--- config.mk ---
export PLATFORM = sky130hd
export DESIGN_NAME = irq_trap_sequencer
export DESIGN_NICKNAME = d
export VERILOG_FILES = /design/src/rtl/irq_trap_sequencer.sv
export SDC_FILE = /design/constraint.sdc
export NUM_CORES = 1
export LEC_CHECK = 0
export ABC_CLOCK_PERIOD_IN_PS = 2300
export CORE_AREA = 2 2 108 110
export CTS_CLUSTER_DIAMETER = 50
export DETAILED_ROUTE_END_ITERATION = 8
export DIE_AREA = 0 0 110 112
export GPL_ROUTABILITY_DRIVEN = 0
export PLACE_DENSITY = 0.82
export SKIP_LAST_GASP = 1
export SLEW_MARGIN = 20
export SYNTH_ARGS = -nofsm -noshare
export SYNTH_HDL_FRONTEND = slang
export SYNTH_SLANG_ARGS = --single-unit
--- constraint.sdc ---
create_clock -name clk -period 2.3 [get_ports clk]
set_clock_uncertainty 0.05 [all_clocks]
set_input_delay 0.575 -clock clk [delete_from_list [all_inputs] [get_ports clk]]
set_output_delay 0.575 -clock clk [all_outputs]
set_load 0.005 [all_outputs]
--- src/rtl/irq_trap_sequencer.sv ---
// Machine-mode interrupt entry / MRET sequencer: waits for a stall-free boundary, then flushes,
// kills EX, redirects the PC and strobes the CSR trap/return updates. Option: VECTORED_IRQ_EN.
module irq_trap_sequencer #(
  parameter int XLEN       = 32,
  parameter int MCAUSE_EXT = 11,
  parameter int MCAUSE_SW  = 3,
  parameter int MCAUSE_TMR = 7
) (
  input  logic            clk,
  input  logic            rst,
  input  logic            irq_ext,
  input  logic            irq_sw,
  input  logic            irq_timer,
  input  logic [2:0]      mie_en,
  input  logic            mstatus_mie,
  input  logic            mstatus_mpie,
  input  logic [XLEN-1:0] mtvec,
  input  logic [XLEN-1:0] mepc,
  input  logic [XLEN-1:0] pc_ex,
  input  logic [XLEN-1:0] pc_if,
  input  logic            ex_valid,
  input  logic            br_redirect,
  input  logic [XLEN-1:0] br_target,
  input  logic            stall,
  input  logic            is_mret_ppl,
  output logic            trap_flush,
  output logic            kill_ex,
  output logic            pc_redirect,
  output logic [XLEN-1:0] pc_target,
  output logic            csr_trap_wr,
  output logic            csr_ret_wr,
  output logic [XLEN-1:0] mepc_nxt,
  output logic [XLEN-1:0] mcause_nxt,
  output logic            mstatus_mie_nxt,
  output logic            mstatus_mpie_nxt,
  output logic            busy
);

  typedef enum logic [1:0] {S_IDLE, S_DRAIN, S_TRAP, S_RET} state_t;

  localparam logic [XLEN-2:0] LP_CAUSE_EXT = (XLEN-1)'(MCAUSE_EXT);
  localparam logic [XLEN-2:0] LP_CAUSE_SW  = (XLEN-1)'(MCAUSE_SW);
  localparam logic [XLEN-2:0] LP_CAUSE_TMR = (XLEN-1)'(MCAUSE_TMR);

  state_t          r_state, w_state_nxt;
  logic [XLEN-2:0] r_cause, w_cause;
  logic [XLEN-1:0] r_epc, w_epc, w_base, w_trap_tgt;
  logic            w_pending, w_capture;

  assign w_pending = mstatus_mie & (|({irq_ext, irq_sw, irq_timer} & mie_en));

  always_comb begin
    if (irq_ext & mie_en[2])     w_cause = LP_CAUSE_EXT;
    else if (irq_sw & mie_en[1]) w_cause = LP_CAUSE_SW;
    else                         w_cause = LP_CAUSE_TMR;
  end

  // EX commits on the capture edge, so the resume point is the instruction after it
  assign w_epc  = ex_valid ? (br_redirect ? br_target : pc_ex + XLEN'(4)) : pc_if;
  assign w_base = {mtvec[XLEN-1:2], 2'b00};

`ifdef VECTORED_IRQ_EN
  assign w_trap_tgt = (mtvec[1:0] == 2'b01) ? w_base + {r_cause[XLEN-3:0], 2'b00} : w_base;
  logic w_unused;
  assign w_unused = r_cause[XLEN-2];
`else
  assign w_trap_tgt = w_base;
  logic w_unused;
  assign w_unused = &{1'b0, mtvec[1:0]};
`endif

  always_ff @(posedge clk or negedge rst) begin
    if (!rst) begin
      r_state <= S_IDLE;
      r_cause <= '0;
      r_epc   <= '0;
    end else begin
      r_state <= w_state_nxt;
      if (w_capture) begin
        r_cause <= w_cause;
        r_epc   <= w_epc;
      end
    end
  end

  always_comb begin
    w_state_nxt      = r_state;
    w_capture        = 1'b0;
    trap_flush       = 1'b0;
    kill_ex          = 1'b0;
    pc_redirect      = 1'b0;
    pc_target        = '0;
    csr_trap_wr      = 1'b0;
    csr_ret_wr       = 1'b0;
    mepc_nxt         = '0;
    mcause_nxt       = '0;
    mstatus_mie_nxt  = 1'b0;
    mstatus_mpie_nxt = 1'b0;
    case (r_state)
      S_IDLE: begin
        if (is_mret_ppl & ~stall) begin
          w_state_nxt = S_RET;
        end else if (w_pending & ~stall) begin
          w_state_nxt = S_TRAP;
          w_capture   = 1'b1;
        end else if (w_pending) begin
          w_state_nxt = S_DRAIN;
        end
      end
      S_DRAIN: begin
        if (!w_pending) begin
          w_state_nxt = S_IDLE;
        end else if (!stall) begin
          w_state_nxt = S_TRAP;
          w_capture   = 1'b1;
        end
      end
      S_TRAP: begin
        w_state_nxt      = S_IDLE;
        trap_flush       = 1'b1;
        kill_ex          = 1'b1;
        pc_redirect      = 1'b1;
        csr_trap_wr      = 1'b1;
        pc_target        = w_trap_tgt;
        mepc_nxt         = r_epc;
        mcause_nxt       = {1'b1, r_cause};
        mstatus_mpie_nxt = 1'b1;
      end
      S_RET: begin
        w_state_nxt      = S_IDLE;
        trap_flush       = 1'b1;
        kill_ex          = 1'b1;
        pc_redirect      = 1'b1;
        csr_ret_wr       = 1'b1;
        pc_target        = mepc;
        mstatus_mie_nxt  = mstatus_mpie;
        mstatus_mpie_nxt = 1'b1;
      end
      default: w_state_nxt = S_IDLE;
    endcase
  end

  assign busy = (r_state != S_IDLE);

endmodule

==> impl_results.md <==
* Outcome: finished with violations
* Violated checks: negative setup slack
* Fill cells at 997
* RSZ-0062 raised after global routing: true
* Synthesis-to-finish area growth at 87.9%
* Sw frac at 30.0%
* CTS tree: yes
* # diodes at 0
* Req. time, crit path at 1670 ps
* Post-synth ARST share at 100%
* Initial antenna violation count at 0
* Max FO, Critical Path at 23
* Starting density of the core at 32.4%
* Boundary Pins at about 280
* Pre-CTS WS at -479 ps
* Router iterations before antenna repair at 5
* MaxCap Viol Count at 0
* Avg Cell Area, Syn at 7.91 sq um
* Mapped Cells at about 460
* Fin nets at 927
* Max incr delay on CP at 550 ps
* Vias in the first global route at 4467
* Final WL at 15.7 mm
* Power density cells at 421 nW/um^2
* Crit path capture type: output pin
* Psw at approximately 860 uW
* Die width at 110 um
* CTS buffer count at 5
* Period utilization at 102%
* Root buffer cell: clkbuf_16
* Core Util, Final at between 60% and 70%
* Sequential share of the synthesized area at 25.5%
* Worst R2R Path Depth at 8
* I/O Buffers at between 200 and 250
* Clk sinks at 37
* Register area at 927 sq um
* Min Clock Period, post-route at 2350 ps
* Grt ovf at 0
* Share of layout cells above drive strength 1 at 14.8%
* Worst-Margin Slew at 893 ps
* Worst min path class: in2async
* Die Ht at 112 um
* Max stage delay cell, worst path: clkdlybuf4s50_1
* Slew Limit Fails at 0
* Post-DP HPWL at 12.8 mm
* Vias at 4450
* Rows at 39
* CTS clk-pin slew, worst paths at 60 ps
* Maximum vdd ir drop at about 320 uV
* Leakage at approximately 3.1 nW
* Seq pwr share at 32.4%
* Die area at 12300 sq um
* Crit path cell chain: nor2b_4, buf_12, and2_1, clkdlybuf4s50_1
* Internal power at 2.01 mW
* H-tree depth at 2
* Core area at 11200 sq um
* Post-DR vias/cell at ~5
* Type of origin of the critical path: flip-flop
* Worst skew pair latency at about 280 ps
* # hold bufs at CTS at 0
* Number of synthesized flops with an enable pin at 0
* Detail Route Antenna Nets at 0
* Crit path DAT at 1730 ps
* Final hold vios at 0
* Post-DR wirelength/cell at ~18 um
* Synth Flop Type: dfrtp_1
* Flops & latches, synth at 37
* Area of the multi-input gates at 2440 sq um
* Slew headroom at 40.4%
* Post-synth cell types at 55
* Starting DRT DRC Count at roughly 250
* Pin count of the biggest net entering global routing at 41
* DRC at 0
* Gr usage total at 24.2%
* Setup ws final at -53.7 ps
* Comb power frac at 43.4%
* Largest buffer count on any clock path at 2
* Endpoints failing setup at 23
* Clock power frac at 24.2%
* Synth Cell Area at 3620 sq um
* Fmax at 425 MHz
* Yosys Warn Count at 0
* Crit Path Class: reg2out
* Global-route wire length before repair at ~23 mm
## Yosys cell counts, drive strengths merged, types with 2 or more instances
cell type	number	area share (%)
o31ai	3	0.62
and2	37	6.4
a221o	8	2.2
nand4	6	1.2
a211o	2	0.48
nor2b	31	5.4
or3	2	0.35
xnor2	16	3.9
o22ai	2	0.35
dfrtp	37	26
buf	40	8.1
xor2	6	1.4
nor3	7	1.1
nand2	30	3.1
and3	12	2.1
a31oi	2	0.35
a21oi	31	4.3
clkbuf	28	2.9
o21ai	33	4.6
o211ai	7	1.4
nand2b	11	1.9
nor4	8	1.9
inv	5	0.52
nand3	11	1.5
mux2i	39	11
o31a	2	0.55
nor2	22	2.3
## critical path, delay by kind of cell (launching register included)
family                 cells  cell delay (ps)
DFF                        1              430
and+or+nand+nor            2              300
buffers and inverters      2              720
## final cells by class
type / count / area share (%)
timing repair buffer: 329 / 45.6
inverter: 5 / 0.276
multi-input combinational: 374 / 35.8
clock buffer: 7 / 2.09
tap: 143 / 2.63
sequential: 37 / 13.6
## power by group through the flow
stage                     Combinational (mW)  Clock, mW  Sequential [mW]
after floorplan                        0.540          0            0.905
after global placement                  1.21          0            0.930
after detailed placement                1.25          0            0.938
after CTS                               1.24      0.712            0.926
after global routing                    1.35      0.739            0.946
final                                   1.25      0.694            0.928
## repair_timing
item / CTS / global route
buffers inserted: 9 / 4
pin swaps: 8 / 1
endpoints found under the setup margin: 82 / 48
cloned: 1 / 1
resized for setup: 69 / 25
## cells by family after synthesis
kind of cell               Yosys count  synth area share [%]
AOI/OAI and AO/OA                   99                  17.0
xor gates and xnor gates            22                  5.32
adders and majority gates            1                 0.345
buffers and inverters               73                  11.5
DFF                                 37                  25.5
muxes                               40                  11.1
other                                1                 0.103
and+or+nand+nor                    185                  29.1
## through the flow
step / TNS, ps / cells / power (mW) / area [sq um] / hold slack (ps)
after global placement: -11380 / 874 / 2.14 / 6550 / 402
after floorplan: 0 / 484 / 1.45 / 3720 / 229
after detailed placement: -12590 / 874 / 2.19 / 6550 / 407
final: -604 / 895 / 2.87 / 6810 / 374
after global routing: -1930 / 895 / 3.04 / 6810 / 426
after CTS: -1360 / 891 / 2.87 / 6750 / 403
## routing by layer
| layer | track usage [%] | routed length [um] | up-vias |
|---|---|---|---|
| met5 | 0 | 0 | - |
| met4 | 10.5 | 685 | 0 |
| met3 | 3.63 | 1140 | 36 |
| met2 | 44.9 | 8170 | 199 |
| met1 | 26.6 | 5740 | 2085 |
| li1 | - | - | 2130 |
## cells in the final DEF (no fill, tap or decap), drive strengths merged, types with 2 or more instances in the layout
cell type        n
o21ai           33
nand3           11
buf             82
o31ai            3
o22ai            2
xor2             6
clkdlybuf4s50  183
conb            27
a21oi           31
inv              5
a31oi            2
and2            37
dfrtp           37
nand2           30
dlygate4sd2     54
a221o            8
xnor2           16
o211ai           7
or3              2
and3            12
nor3             7
nand2b          11
a211o            2
clkbuf          10
o31a             2
nor4             8
nor2            22
nand4            6
mux2i           39
dlymetal6s2s     6
nor2b           31
## registers in the layout, summed over array words and instances (netlist names)
register and cells:
r_epc 32, r_state 2, r_cause 3
## final timing paths
check                            from            to  slack, ps
max                        r_state[0]  mepc_nxt[18]        -50
min                               rst      r_epc[2]        370
max reg2reg                r_state[0]     r_epc[22]        350
min reg2reg                r_cause[1]    r_cause[1]        420
max in group asynchronous         rst    r_state[0]       1210
min in group clk           r_cause[1]    r_cause[1]        420
No activity file was read; power rests on OpenSTA's default activity.
